[src/rtl/branch_pkg.sv]
// Shared types and constants for the conditional-branch recovery controller.
package branch_pkg;

  localparam int unsigned XLEN = 64;

  localparam logic [6:0] OPCODE_BRANCH = 7'b1100011;

  localparam logic [1:0] SNT = 2'd0;
  localparam logic [1:0] WNT = 2'd1;
  localparam logic [1:0] WT  = 2'd2;
  localparam logic [1:0] ST  = 2'd3;

  typedef struct packed {
    logic [XLEN-1:0] pc;
    logic [XLEN-1:0] target;
    logic            pred;
  } br_entry_t;

  typedef enum logic [1:0] {
    IDLE  = 2'd0,
    READ  = 2'd1,
    WRITE = 2'd2
  } upd_state_e;

  // Saturating 2-bit counter step toward the actual outcome.
  function automatic logic [1:0] pht_next(input logic [1:0] cnt, input logic taken);
    if (taken) return (cnt == ST) ? ST : cnt + 2'd1;
    else       return (cnt == SNT) ? SNT : cnt - 2'd1;
  endfunction

endpackage

[src/rtl/branch_recovery_ctrl_if.sv]
// Fetch / resolve / PHT signal bundle of the branch recovery controller.
interface branch_recovery_ctrl_if #(
  parameter int unsigned DEPTH     = 4,
  parameter int unsigned PHT_IDX_W = 6
);
  localparam int unsigned CNT_W = $clog2(DEPTH) + 1;

  logic                 stall;
  logic                 alloc_valid;
  logic [63:0]          alloc_pc;
  logic [63:0]          alloc_imm;
  logic                 alloc_pred;
  logic                 alloc_ready;
  logic                 resolve_valid;
  logic                 resolve_taken;
  logic                 resolve_ready;
  logic                 flush;
  logic [63:0]          redirect_pc;
  logic [PHT_IDX_W-1:0] pht_rd_idx;
  logic [1:0]           pht_rd_data;
  logic                 pht_wr_en;
  logic [PHT_IDX_W-1:0] pht_wr_idx;
  logic [1:0]           pht_wr_data;
  logic [CNT_W-1:0]     outstanding;

  modport master (
    output stall, alloc_valid, alloc_pc, alloc_imm, alloc_pred,
    output resolve_valid, resolve_taken, pht_rd_data,
    input  alloc_ready, resolve_ready, flush, redirect_pc,
    input  pht_rd_idx, pht_wr_en, pht_wr_idx, pht_wr_data, outstanding
  );

  modport slave (
    input  stall, alloc_valid, alloc_pc, alloc_imm, alloc_pred,
    input  resolve_valid, resolve_taken, pht_rd_data,
    output alloc_ready, resolve_ready, flush, redirect_pc,
    output pht_rd_idx, pht_wr_en, pht_wr_idx, pht_wr_data, outstanding
  );
endinterface

[src/rtl/branch_fifo.sv]
// Circular buffer of outstanding predicted branches with push/pop/clear.
module branch_fifo
  import branch_pkg::*;
#(
  parameter  int unsigned DEPTH = 4,
  localparam int unsigned AW    = $clog2(DEPTH),
  localparam int unsigned CW    = AW + 1
) (
  input  logic          clk,
  input  logic          rst,
  input  logic          push,
  input  br_entry_t     push_data,
  input  logic          pop,
  input  logic          clear,
  output br_entry_t     head,
  output logic [CW-1:0] count,
  output logic          full,
  output logic          empty
);

  br_entry_t       mem [DEPTH];
  logic [AW-1:0]   rd_ptr;
  logic [AW-1:0]   wr_ptr;

  // Clear wins over a same-cycle push so a squashed alloc never lands.
  always_ff @(posedge clk or posedge rst) begin
    if (rst) begin
      rd_ptr <= '0;
      wr_ptr <= '0;
      count  <= '0;
    end else if (clear) begin
      rd_ptr <= '0;
      wr_ptr <= '0;
      count  <= '0;
    end else begin
      if (push) wr_ptr <= wr_ptr + AW'(1);
      if (pop)  rd_ptr <= rd_ptr + AW'(1);
      count <= count + CW'(push) - CW'(pop);
    end
  end

  always_ff @(posedge clk) begin
    if (push && !clear) mem[wr_ptr] <= push_data;
  end

  assign head  = mem[rd_ptr];
  assign full  = (count == CW'(DEPTH));
  assign empty = (count == '0);

endmodule

[src/rtl/branch_recovery_ctrl.sv]
// Branch tracker, mispredict flush/redirect and PHT read-modify-write sequencer.
// Optional BRANCH_RECOVERY_STATS_EN adds resolve/mispredict counters.
module branch_recovery_ctrl
  import branch_pkg::*;
#(
  parameter int unsigned DEPTH     = 4,
  parameter int unsigned PHT_IDX_W = 6
) (
  input  logic                 clk,
  input  logic                 rst,
  branch_recovery_ctrl_if.slave bus
`ifdef BRANCH_RECOVERY_STATS_EN
  ,
  output logic [31:0]          stat_resolved,
  output logic [31:0]          stat_mispredict
`endif
);

  localparam int unsigned CNT_W = $clog2(DEPTH) + 1;

  upd_state_e           state_q;
  upd_state_e           state_d;
  br_entry_t            head;
  br_entry_t            new_entry;
  logic                 full;
  logic                 empty;
  logic [CNT_W-1:0]     count;
  logic                 alloc_fire;
  logic                 resolve_fire;
  logic                 mispredict;
  logic [PHT_IDX_W-1:0] idx_q;
  logic                 taken_q;
  logic [1:0]           wr_data_q;
  logic                 flush_q;
  logic [XLEN-1:0]      redirect_q;

  assign alloc_fire   = bus.alloc_valid & ~full & ~bus.stall;
  assign resolve_fire = bus.resolve_valid & (state_q == IDLE) & ~empty & ~bus.stall;
  assign mispredict   = head.pred != bus.resolve_taken;

  assign new_entry.pc     = bus.alloc_pc;
  assign new_entry.target = bus.alloc_pc + bus.alloc_imm;
  assign new_entry.pred   = bus.alloc_pred;

  branch_fifo #(.DEPTH(DEPTH)) u_fifo (
    .clk       (clk),
    .rst       (rst),
    .push      (alloc_fire),
    .push_data (new_entry),
    .pop       (resolve_fire),
    .clear     (resolve_fire & mispredict),
    .head      (head),
    .count     (count),
    .full      (full),
    .empty     (empty)
  );

  always_ff @(posedge clk or posedge rst) begin
    if (rst) state_q <= IDLE;
    else     state_q <= state_d;
  end

  // PHT update sequencing; runs through stalls and flushes.
  always_comb begin
    state_d = state_q;
    unique case (state_q)
      IDLE:    if (resolve_fire) state_d = READ;
      READ:    state_d = WRITE;
      WRITE:   state_d = IDLE;
      default: state_d = IDLE;
    endcase
  end

  always_ff @(posedge clk or posedge rst) begin
    if (rst) begin
      idx_q      <= '0;
      taken_q    <= 1'b0;
      wr_data_q  <= SNT;
      flush_q    <= 1'b0;
      redirect_q <= '0;
    end else begin
      flush_q <= resolve_fire & mispredict;
      if (resolve_fire) begin
        idx_q   <= head.pc[PHT_IDX_W+1:2];
        taken_q <= bus.resolve_taken;
        if (mispredict)
          redirect_q <= bus.resolve_taken ? head.target : head.pc + XLEN'(4);
      end
      if (state_q == READ) wr_data_q <= pht_next(bus.pht_rd_data, taken_q);
    end
  end

`ifdef BRANCH_RECOVERY_STATS_EN
  always_ff @(posedge clk or posedge rst) begin
    if (rst) begin
      stat_resolved   <= '0;
      stat_mispredict <= '0;
    end else if (resolve_fire) begin
      stat_resolved <= stat_resolved + 32'd1;
      if (mispredict) stat_mispredict <= stat_mispredict + 32'd1;
    end
  end
`endif

  assign bus.alloc_ready   = ~full;
  assign bus.resolve_ready = (state_q == IDLE) & ~empty;
  assign bus.flush         = flush_q;
  assign bus.redirect_pc   = redirect_q;
  assign bus.pht_rd_idx    = idx_q;
  assign bus.pht_wr_en     = (state_q == WRITE);
  assign bus.pht_wr_idx    = idx_q;
  assign bus.pht_wr_data   = wr_data_q;
  assign bus.outstanding   = count;

endmodule
[src/flat_wrapper.sv]
// flat-port wrapper written by rule: the top's interface ports become plain ports
module branch_recovery_ctrl_flat import branch_pkg::*;
#(
  parameter int unsigned DEPTH     = 4,
  parameter int unsigned PHT_IDX_W = 6
)
  (clk, rst, bus_stall, bus_alloc_valid, bus_alloc_pc, bus_alloc_imm, bus_alloc_pred, bus_resolve_valid, bus_resolve_taken, bus_pht_rd_data, bus_alloc_ready, bus_resolve_ready, bus_flush, bus_redirect_pc, bus_pht_rd_idx, bus_pht_wr_en, bus_pht_wr_idx, bus_pht_wr_data, bus_outstanding);
  branch_recovery_ctrl_if #(.DEPTH(DEPTH), .PHT_IDX_W(PHT_IDX_W)) bus_i ();
  input  logic clk;
  input  logic rst;
  input wire logic [$bits(bus_i.stall)-1:0] bus_stall;
  input wire logic [$bits(bus_i.alloc_valid)-1:0] bus_alloc_valid;
  input wire logic [$bits(bus_i.alloc_pc)-1:0] bus_alloc_pc;
  input wire logic [$bits(bus_i.alloc_imm)-1:0] bus_alloc_imm;
  input wire logic [$bits(bus_i.alloc_pred)-1:0] bus_alloc_pred;
  input wire logic [$bits(bus_i.resolve_valid)-1:0] bus_resolve_valid;
  input wire logic [$bits(bus_i.resolve_taken)-1:0] bus_resolve_taken;
  input wire logic [$bits(bus_i.pht_rd_data)-1:0] bus_pht_rd_data;
  output wire logic [$bits(bus_i.alloc_ready)-1:0] bus_alloc_ready;
  output wire logic [$bits(bus_i.resolve_ready)-1:0] bus_resolve_ready;
  output wire logic [$bits(bus_i.flush)-1:0] bus_flush;
  output wire logic [$bits(bus_i.redirect_pc)-1:0] bus_redirect_pc;
  output wire logic [$bits(bus_i.pht_rd_idx)-1:0] bus_pht_rd_idx;
  output wire logic [$bits(bus_i.pht_wr_en)-1:0] bus_pht_wr_en;
  output wire logic [$bits(bus_i.pht_wr_idx)-1:0] bus_pht_wr_idx;
  output wire logic [$bits(bus_i.pht_wr_data)-1:0] bus_pht_wr_data;
  output wire logic [$bits(bus_i.outstanding)-1:0] bus_outstanding;
  assign bus_i.stall = bus_stall;
  assign bus_i.alloc_valid = bus_alloc_valid;
  assign bus_i.alloc_pc = bus_alloc_pc;
  assign bus_i.alloc_imm = bus_alloc_imm;
  assign bus_i.alloc_pred = bus_alloc_pred;
  assign bus_i.resolve_valid = bus_resolve_valid;
  assign bus_i.resolve_taken = bus_resolve_taken;
  assign bus_i.pht_rd_data = bus_pht_rd_data;
  assign bus_alloc_ready = bus_i.alloc_ready;
  assign bus_resolve_ready = bus_i.resolve_ready;
  assign bus_flush = bus_i.flush;
  assign bus_redirect_pc = bus_i.redirect_pc;
  assign bus_pht_rd_idx = bus_i.pht_rd_idx;
  assign bus_pht_wr_en = bus_i.pht_wr_en;
  assign bus_pht_wr_idx = bus_i.pht_wr_idx;
  assign bus_pht_wr_data = bus_i.pht_wr_data;
  assign bus_outstanding = bus_i.outstanding;
  branch_recovery_ctrl #(.DEPTH(DEPTH), .PHT_IDX_W(PHT_IDX_W)) u_core (.clk(clk), .rst(rst), .bus(bus_i));
endmodule
[config.mk]
export PLATFORM = sky130hd
export DESIGN_NAME = branch_recovery_ctrl_flat
export DESIGN_NICKNAME = d
export VERILOG_FILES = /design/src/rtl/branch_pkg.sv /design/src/rtl/branch_recovery_ctrl_if.sv /design/src/rtl/branch_fifo.sv /design/src/rtl/branch_recovery_ctrl.sv /design/src/flat_wrapper.sv
export SDC_FILE = /design/constraint.sdc
export NUM_CORES = 1
export LEC_CHECK = 0
export ABC_CLOCK_PERIOD_IN_PS = 9250
export BUFFER_PORTS_ARGS = -buffer_cell sky130_fd_sc_hd__buf_2
export CAP_MARGIN = 20
export CORE_MARGIN = 4
export CORE_UTILIZATION = 60
export DETAILED_ROUTE_END_ITERATION = 10
export GPL_ROUTABILITY_DRIVEN = 0
export GPL_TIMING_DRIVEN = 0
export PLACE_DENSITY = 0.81
export SLEW_MARGIN = 20
export SYNTH_ARGS = -nofsm -noshare
export SYNTH_HDL_FRONTEND = slang
export SYNTH_HIERARCHICAL = 1
export SYNTH_SLANG_ARGS = --single-unit
[constraint.sdc]
create_clock -name clk -period 9.25 [get_ports clk]
set_input_delay 0.4625 -clock clk [delete_from_list [all_inputs] [get_ports clk]]
set_output_delay 0.4625 -clock clk [all_outputs]
set_load 0.005 [all_outputs]
== After elaboration in Yosys (flattened, before gate mapping) ==
Memories as Yosys holds them, arrays and structs flattened.
Index checks and enable logic that the tools add are counted.

* Register bits after elaboration: 83
* Bits in writable memories: 516
* Bits of input ports: 137
* Memories: 1

* $add $sub $neg: 8
* Equal/unequal tests: 6
* Mux-type cells: 13
* Bitwise operators: 10
* Reductions and logical operators: 8

{| class="wikitable"
|+ Memory list
! name !! depth !! bits a word !! read ports !! clocked after Yosys merged registers in !! wr ports !! RTL line !! RTL
|-
| u_core.u_fifo.mem || 4 || 129 || 1 || 0 || 1 || branch_fifo.sv:21 || <nowiki>br_entry_t mem [DEPTH];</nowiki>
|}

{| class="wikitable"
|+ Operator list
! operator !! number
|-
| 64-bit by 3-bit adder with 64-bit output (second input constant) || 1
|-
| 64-bit adder || 1
|-
| 64-bit 2-to-1 mux || 1
|-
| 2-bit 2-to-1 mux || 8
|-
| 1-bit bitwise AND || 7
|-
| 2-bit by 1-bit adder with 2-bit output (second input constant) || 3
|-
| 2-bit == test (second input constant) || 2
|-
| 2-bit logical NOT || 2
|-
| 2-bit case mux with 2 select lines || 1
|-
| 2-bit nonzero test || 2
|-
| 3-bit by 1-bit adder with 3-bit output || 1
|-
| 3-bit == test (second input constant) || 1
|-
| 3-bit logical NOT || 1
|-
| 3-bit 2-to-1 mux || 1
|-
| 1-bit inverter || 3
|-
| 3-bit by 1-bit subtractor with 3-bit output || 1
|-
| 2-bit by 1-bit == test with 1-bit output (second input constant) || 1
|-
| 1-bit 2-to-1 mux || 2
|-
| 2-bit by 1-bit inequality test with 1-bit output (second input constant) || 1
|-
| 2-bit AND reduction || 1
|-
| 2-bit by 1-bit subtractor with 2-bit output (second input constant) || 1
|-
| 1-bit logical AND || 1
|-
| 1-bit logical NOT || 1
|-
| 1-bit inequality test || 1
|}

== Longest topological paths before layout ==
* Depth in word-level cells: 9
* Gate-level depth with buffers: 15
* Gate-level depth less buffers: 12

== Hierarchy ==
Netlist, hierarchy kept.

{| class="wikitable"
|+ By module, submodules not included
! module !! times used !! cells each !! area each (sq um) !! seq. area each (sq um)
|-
| branch_fifo || 1 || 715 || 19044.5 || 15670.0
|-
| branch_recovery_ctrl || 1 || 1143 || 8354.3 || 1901.8
|}

== Worst setup path before layout ==
OpenSTA, ideal clock, no wires.

* Kind: register to register
* Start: reg u_core.u_fifo.count[1]
* End: mem u_core/u_fifo/mem[0][0] in the netlist's numbering (enable)
* Arrival time: 5.053 ns
* Data required time: 8.746 ns
* Path slack: 3.693 ns
* Cell stages (with the launch flop): 10
* Path buffers: 1
* Clock period less this slack: 5.557 ns
* Cell sequence: dfrtp_1 nor3_1 nor3_1 nand3b_1 clkinv_1 nand2b_1 inv_1 clkbuf_1 nor2b_1 and2_1

* Cells in the longest elaborated chain, start to end: 9
* Elaborated cells between the ends (all ways): 13
* Classes of those cells: eq/ne: 1; mux: 2; bitwise: 7; reduce/logical: 3

{| class="wikitable"
|+ RTL lines
! element !! RTL line !! RTL
|-
| start: declaration || branch_fifo.sv:16 || <nowiki>output logic [CW-1:0] count,</nowiki>
|-
| start signal: assignment || branch_fifo.sv:38 || <nowiki>count <= count + CW'(push) - CW'(pop);</nowiki>
|-
| 3-bit logical NOT || branch_fifo.sv:48 || <nowiki>assign empty = (count == '0);</nowiki>
|-
| net u_core.empty || branch_recovery_ctrl.sv:26 || <nowiki>logic empty;</nowiki>
|-
| 1-bit inverter || branch_recovery_ctrl.sv:38 || <nowiki>assign resolve_fire = bus.resolve_valid & (state_q == IDLE) & ~empty & ~bus.stall;</nowiki>
|-
| 1-bit bitwise AND (2 in series) || branch_recovery_ctrl.sv:38 ||
|-
| net u_core.resolve_fire || branch_recovery_ctrl.sv:29 || <nowiki>logic resolve_fire;</nowiki>
|-
| 1-bit bitwise AND || branch_recovery_ctrl.sv:51 || <nowiki>.clear (resolve_fire & mispredict),</nowiki>
|-
| 1-bit logical NOT || branch_fifo.sv:43 || <nowiki>if (push && !clear) mem[wr_ptr] <= push_data;</nowiki>
|-
| 1-bit logical AND || branch_fifo.sv:43 ||
|-
| 1-bit 2-to-1 mux || branch_fifo.sv:43 ||
|-
| 1-bit 2-to-1 mux (implied by the code) || branch_fifo.sv:43 ||
|-
| end: declaration || branch_fifo.sv:21 ||
|}

The timed path passes the listed nets, and every way through them passes these cells.

==> flow_summary.json <==
{
  "pre_cts_ws_ns": 4.20,
  "placed_area_um2": 29600,
  "yosys.area_share.adder": 0.0342,
  "p_leak_nw": 11.4,
  "grt_start_max_net_pins": 44,
  "tns_ns": 0,
  "crit_fanout": 10,
  "syn_area_um2": 27400,
  "arrival_ns": 5.75,
  "crit_buf_inv": 3,
  "slowest_stage": "or4_4",
  "initial_core_util": 0.605,
  "hold_viol": 0,
  "worst_slew_pin_slew_ns": 1.14,
  "antenna_found_initial": 6,
  "syn_avg_cell_area_um2": 14.7,
  "synth_mux_area_frac": 0.110,
  "clock-sinks": 599,
  "cts_buffer_depth": 3,
  "die_area_um2": 49100,
  "synthSimpleGateAreaFrac": 0.0809,
  "synth_cell_types": 76,
  "rows": 78,
  "die_w_um": 222,
  "dr_total_vias": 18108,
  "ys.flop_type": "edfxtp_1",
  "cts_tree": "yes",
  "vias_per_cell": 6.45,
  "synth_nets": 2067,
  "cts_setup_buffers": 0,
  "fin_crit_sh": 0.570,
  "synth_top_family_by_area": "multiplexers",
  "crit_path_start_kind": "flop",
  "ys_warn_count": 6,
  "drc": 0,
  "cpLargestDelayFamily": "simple AND/OR/NAND/NOR gates",
  "io_pins": 222,
  "grt_pass1_vias": 18221,
  "fin_ws_ns": 3.98,
  "core_um2": 45300,
  "synth-edff-count": 516,
  "synth-xor-area-share": 0.0360,
  "stdcell_area_um2": 31500,
  "dp_hpwl_um": 50000,
  "grt_remaining_overflow": 0,
  "drtAntennaViolNets": 0,
  "holdWs_ns": 0.0697,
  "numCtsBuffers": 59,
  "ys_seq_area_frac": 0.641,
  "clkTransAtPathRegs_ns": 0.06,
  "maxSlewViolCount": 0,
  "setup_viol": 0,
  "htreeDepth": 2,
  "grt_pass1_wl_um": 108000,
  "postSynth.asyncResetShare": 0.139,
  "synth_compound_gate_area_share": 0.0753,
  "wire_per_inst_um": 25.3,
  "die_h_um": 222,
  "track_usage": 0.285,
  "netlist_instances": 1858,
  "relSlewSlack": 0.239,
  "syn2layout_area_growth_pct": 14.8,
  "clock_latency_ns": 0.62,
  "required_ns": 9.73,
  "root_buffer": "clkbuf_16",
  "final_nets": 2362,
  "fin_skew_ns": 0.0206,
  "worst-path-stages": 14,
  "ff2ff_path_depth": 14,
  "vdd_drop_max_uv": 187,
  "drt-total-wl_um": 71000,
  "drv_cap": 0,
  "drive_gt1_frac": 0.231,
  "min_path_type": "in -> reg",
  "outcome": "finished, final reports clean",
  "critPathCaptureType": "flop",
  "io_buffers": 220,
  "max_freq_mhz": 190,
  "slowest_delay_ns": 0.57,
  "fin_crit_ns": 5.27,
  "power_density_nw_per_um2": 268,
  "total_power_w": 0.00842,
  "ys_ff_latch": 599,
  "critPathKind": "reg -> reg",
  "path_cells": "clkbuf_1, buf_2, buf_2, mux4_2, nand4_1, or4_4, or3_4, nor3_4, nand2_1, nor3_1, nand4_1, xnor2_1, mux2i_1, o21ai_1",
  "first_pass_iters": 8,
  "rsz0062_at_grt": "no",
  "fillers": 2953,
  "drt_first_iter_violations": 2527,
  "holdPathStages": 1,
  "cts_resized": 0
}
[worst paths after layout]
path	from	endpoint	slack [ns]
setup / recovery	u_core/u_fifo/rd_ptr[1]	u_core/bus.redirect_pc[62]	3.98
hold / removal	bus_alloc_pred	u_core/u_fifo/mem[2][0]	0.07
setup reg to reg	u_core/u_fifo/rd_ptr[1]	u_core/bus.redirect_pc[62]	3.98
hold reg to reg	u_core/bus.redirect_pc[54]	u_core/bus.redirect_pc[54]	0.48
max in group asynchronous	rst	u_core/bus.redirect_pc[27]	8.18
min in group asynchronous	rst	u_core/u_fifo/count[0]	0.38
[state kept, by name (all words and copies together), names as in the netlist]
name,cells
u_core/bus.pht_rd_idx,6
u_core/u_fifo/wr_ptr,2
u_core/u_fifo/mem,516
u_core/bus.pht_wr_data,2
u_core/u_fifo/count,3
u_core/bus.flush,1
u_core/u_fifo/rd_ptr,2
u_core/taken_q,1
u_core/bus.redirect_pc,64
u_core/state_q,2
[kinds of logic (layout without fill, tap and decap cells)]
logic type | Yosys count | in the layout
xor gates and xnor gates | 111 | 111
adders and majority gates | 74 | 74
other | 0 | 2
DFF | 599 | 599
buffers and inverters | 132 | 478
and+or+nand+nor | 460 | 460
muxes | 139 | 139
AOI/OAI and AO/OA | 343 | 343
[repair_timing]
| action | CTS | global route |
|---|---|---|
| hold buffers | 1 | 0 |
| hold endpoints to repair | 43 | 0 |
| setup endpoints to repair | 0 | 0 |
[cell type report]
type                            count  area (µm²)  area share
Multi-Input combinational cell   1127        9220       0.293
Sequential cell                   599       17600       0.559
Timing Repair Buffer              234        1440      0.0457
Clock inverter                     14         110     0.00350
Antenna cell                        2        5.00    0.000159
Buffer                             89         458      0.0146
Inverter                           43         164     0.00521
Clock buffer                       98        1740      0.0554
Tap cell                          600         751      0.0239
[Yosys cell counts, types with 37 or more instances]
master | n | area [µm²]
a21oi_1 | 135 | 676
clkbuf_1 | 49 | 184
dfrtp_1 | 83 | 2080
edfxtp_1 | 516 | 15500
ha_1 | 70 | 876
inv_1 | 42 | 158
mux4_2 | 129 | 2910
nand2_1 | 177 | 664
nand3_1 | 44 | 220
nand4_1 | 37 | 231
nor2_1 | 85 | 319
o21ai_0 | 97 | 485
xnor2_1 | 52 | 455
xor2_1 | 58 | 508
[worst register-to-register path, delay by kind of cell (launching register included)]
family                    cells  cell delay, ns
buffers and inverters         3            1.07
xor gates and xnor gates      1            0.18
AOI/OAI and AO/OA             1            0.09
muxes                         2            0.64
DFF                           1            0.34
and+or+nand+nor               7            2.84
[cells in the final DEF (no fill, tap or decap), types with 16 or more instances in the layout]
master     synthesis  final
edfxtp_1         516    516
buf_2             18    238
nand2_1          177    177
a21oi_1          135    135
mux4_2           129    129
o21ai_0           97     97
nor2_1            85     85
dfrtp_1           83     83
clkbuf_1          49     77
ha_1              70     70
clkbuf_16          0     60
xor2_1            58     58
xnor2_1           52     52
nand3_1           44     44
inv_1             42     41
nand4_1           37     37
a21o_1            21     21
nor3_1            20     20
o211ai_1          16     16
o21bai_1          16     16
[layer usage]
metal  vias up  track usage  wire [µm]
met5         -            0         32
met4         6        0.101       2590
met3       197       0.0646       7670
met2      1145        0.462      34500
met1      8982        0.389      26200
li1       7778            -          -
[power breakdown]
group | internal (W) | total [W] | switching, W
registers | 0.00341 | 0.00360 | 0.000185
logic | 0.00107 | 0.00254 | 0.00146
clock network | 0.00131 | 0.00229 | 0.000980
[metrics by stage]
stage | util | instances
finish | 0.695 | 2806
global route | 0.695 | 2806
CTS | 0.695 | 2804
detailed placement | 0.653 | 2691
global placement | 0.646 | 2678
floorplan | - | 1858
Power figures use the tool's default switching activity.
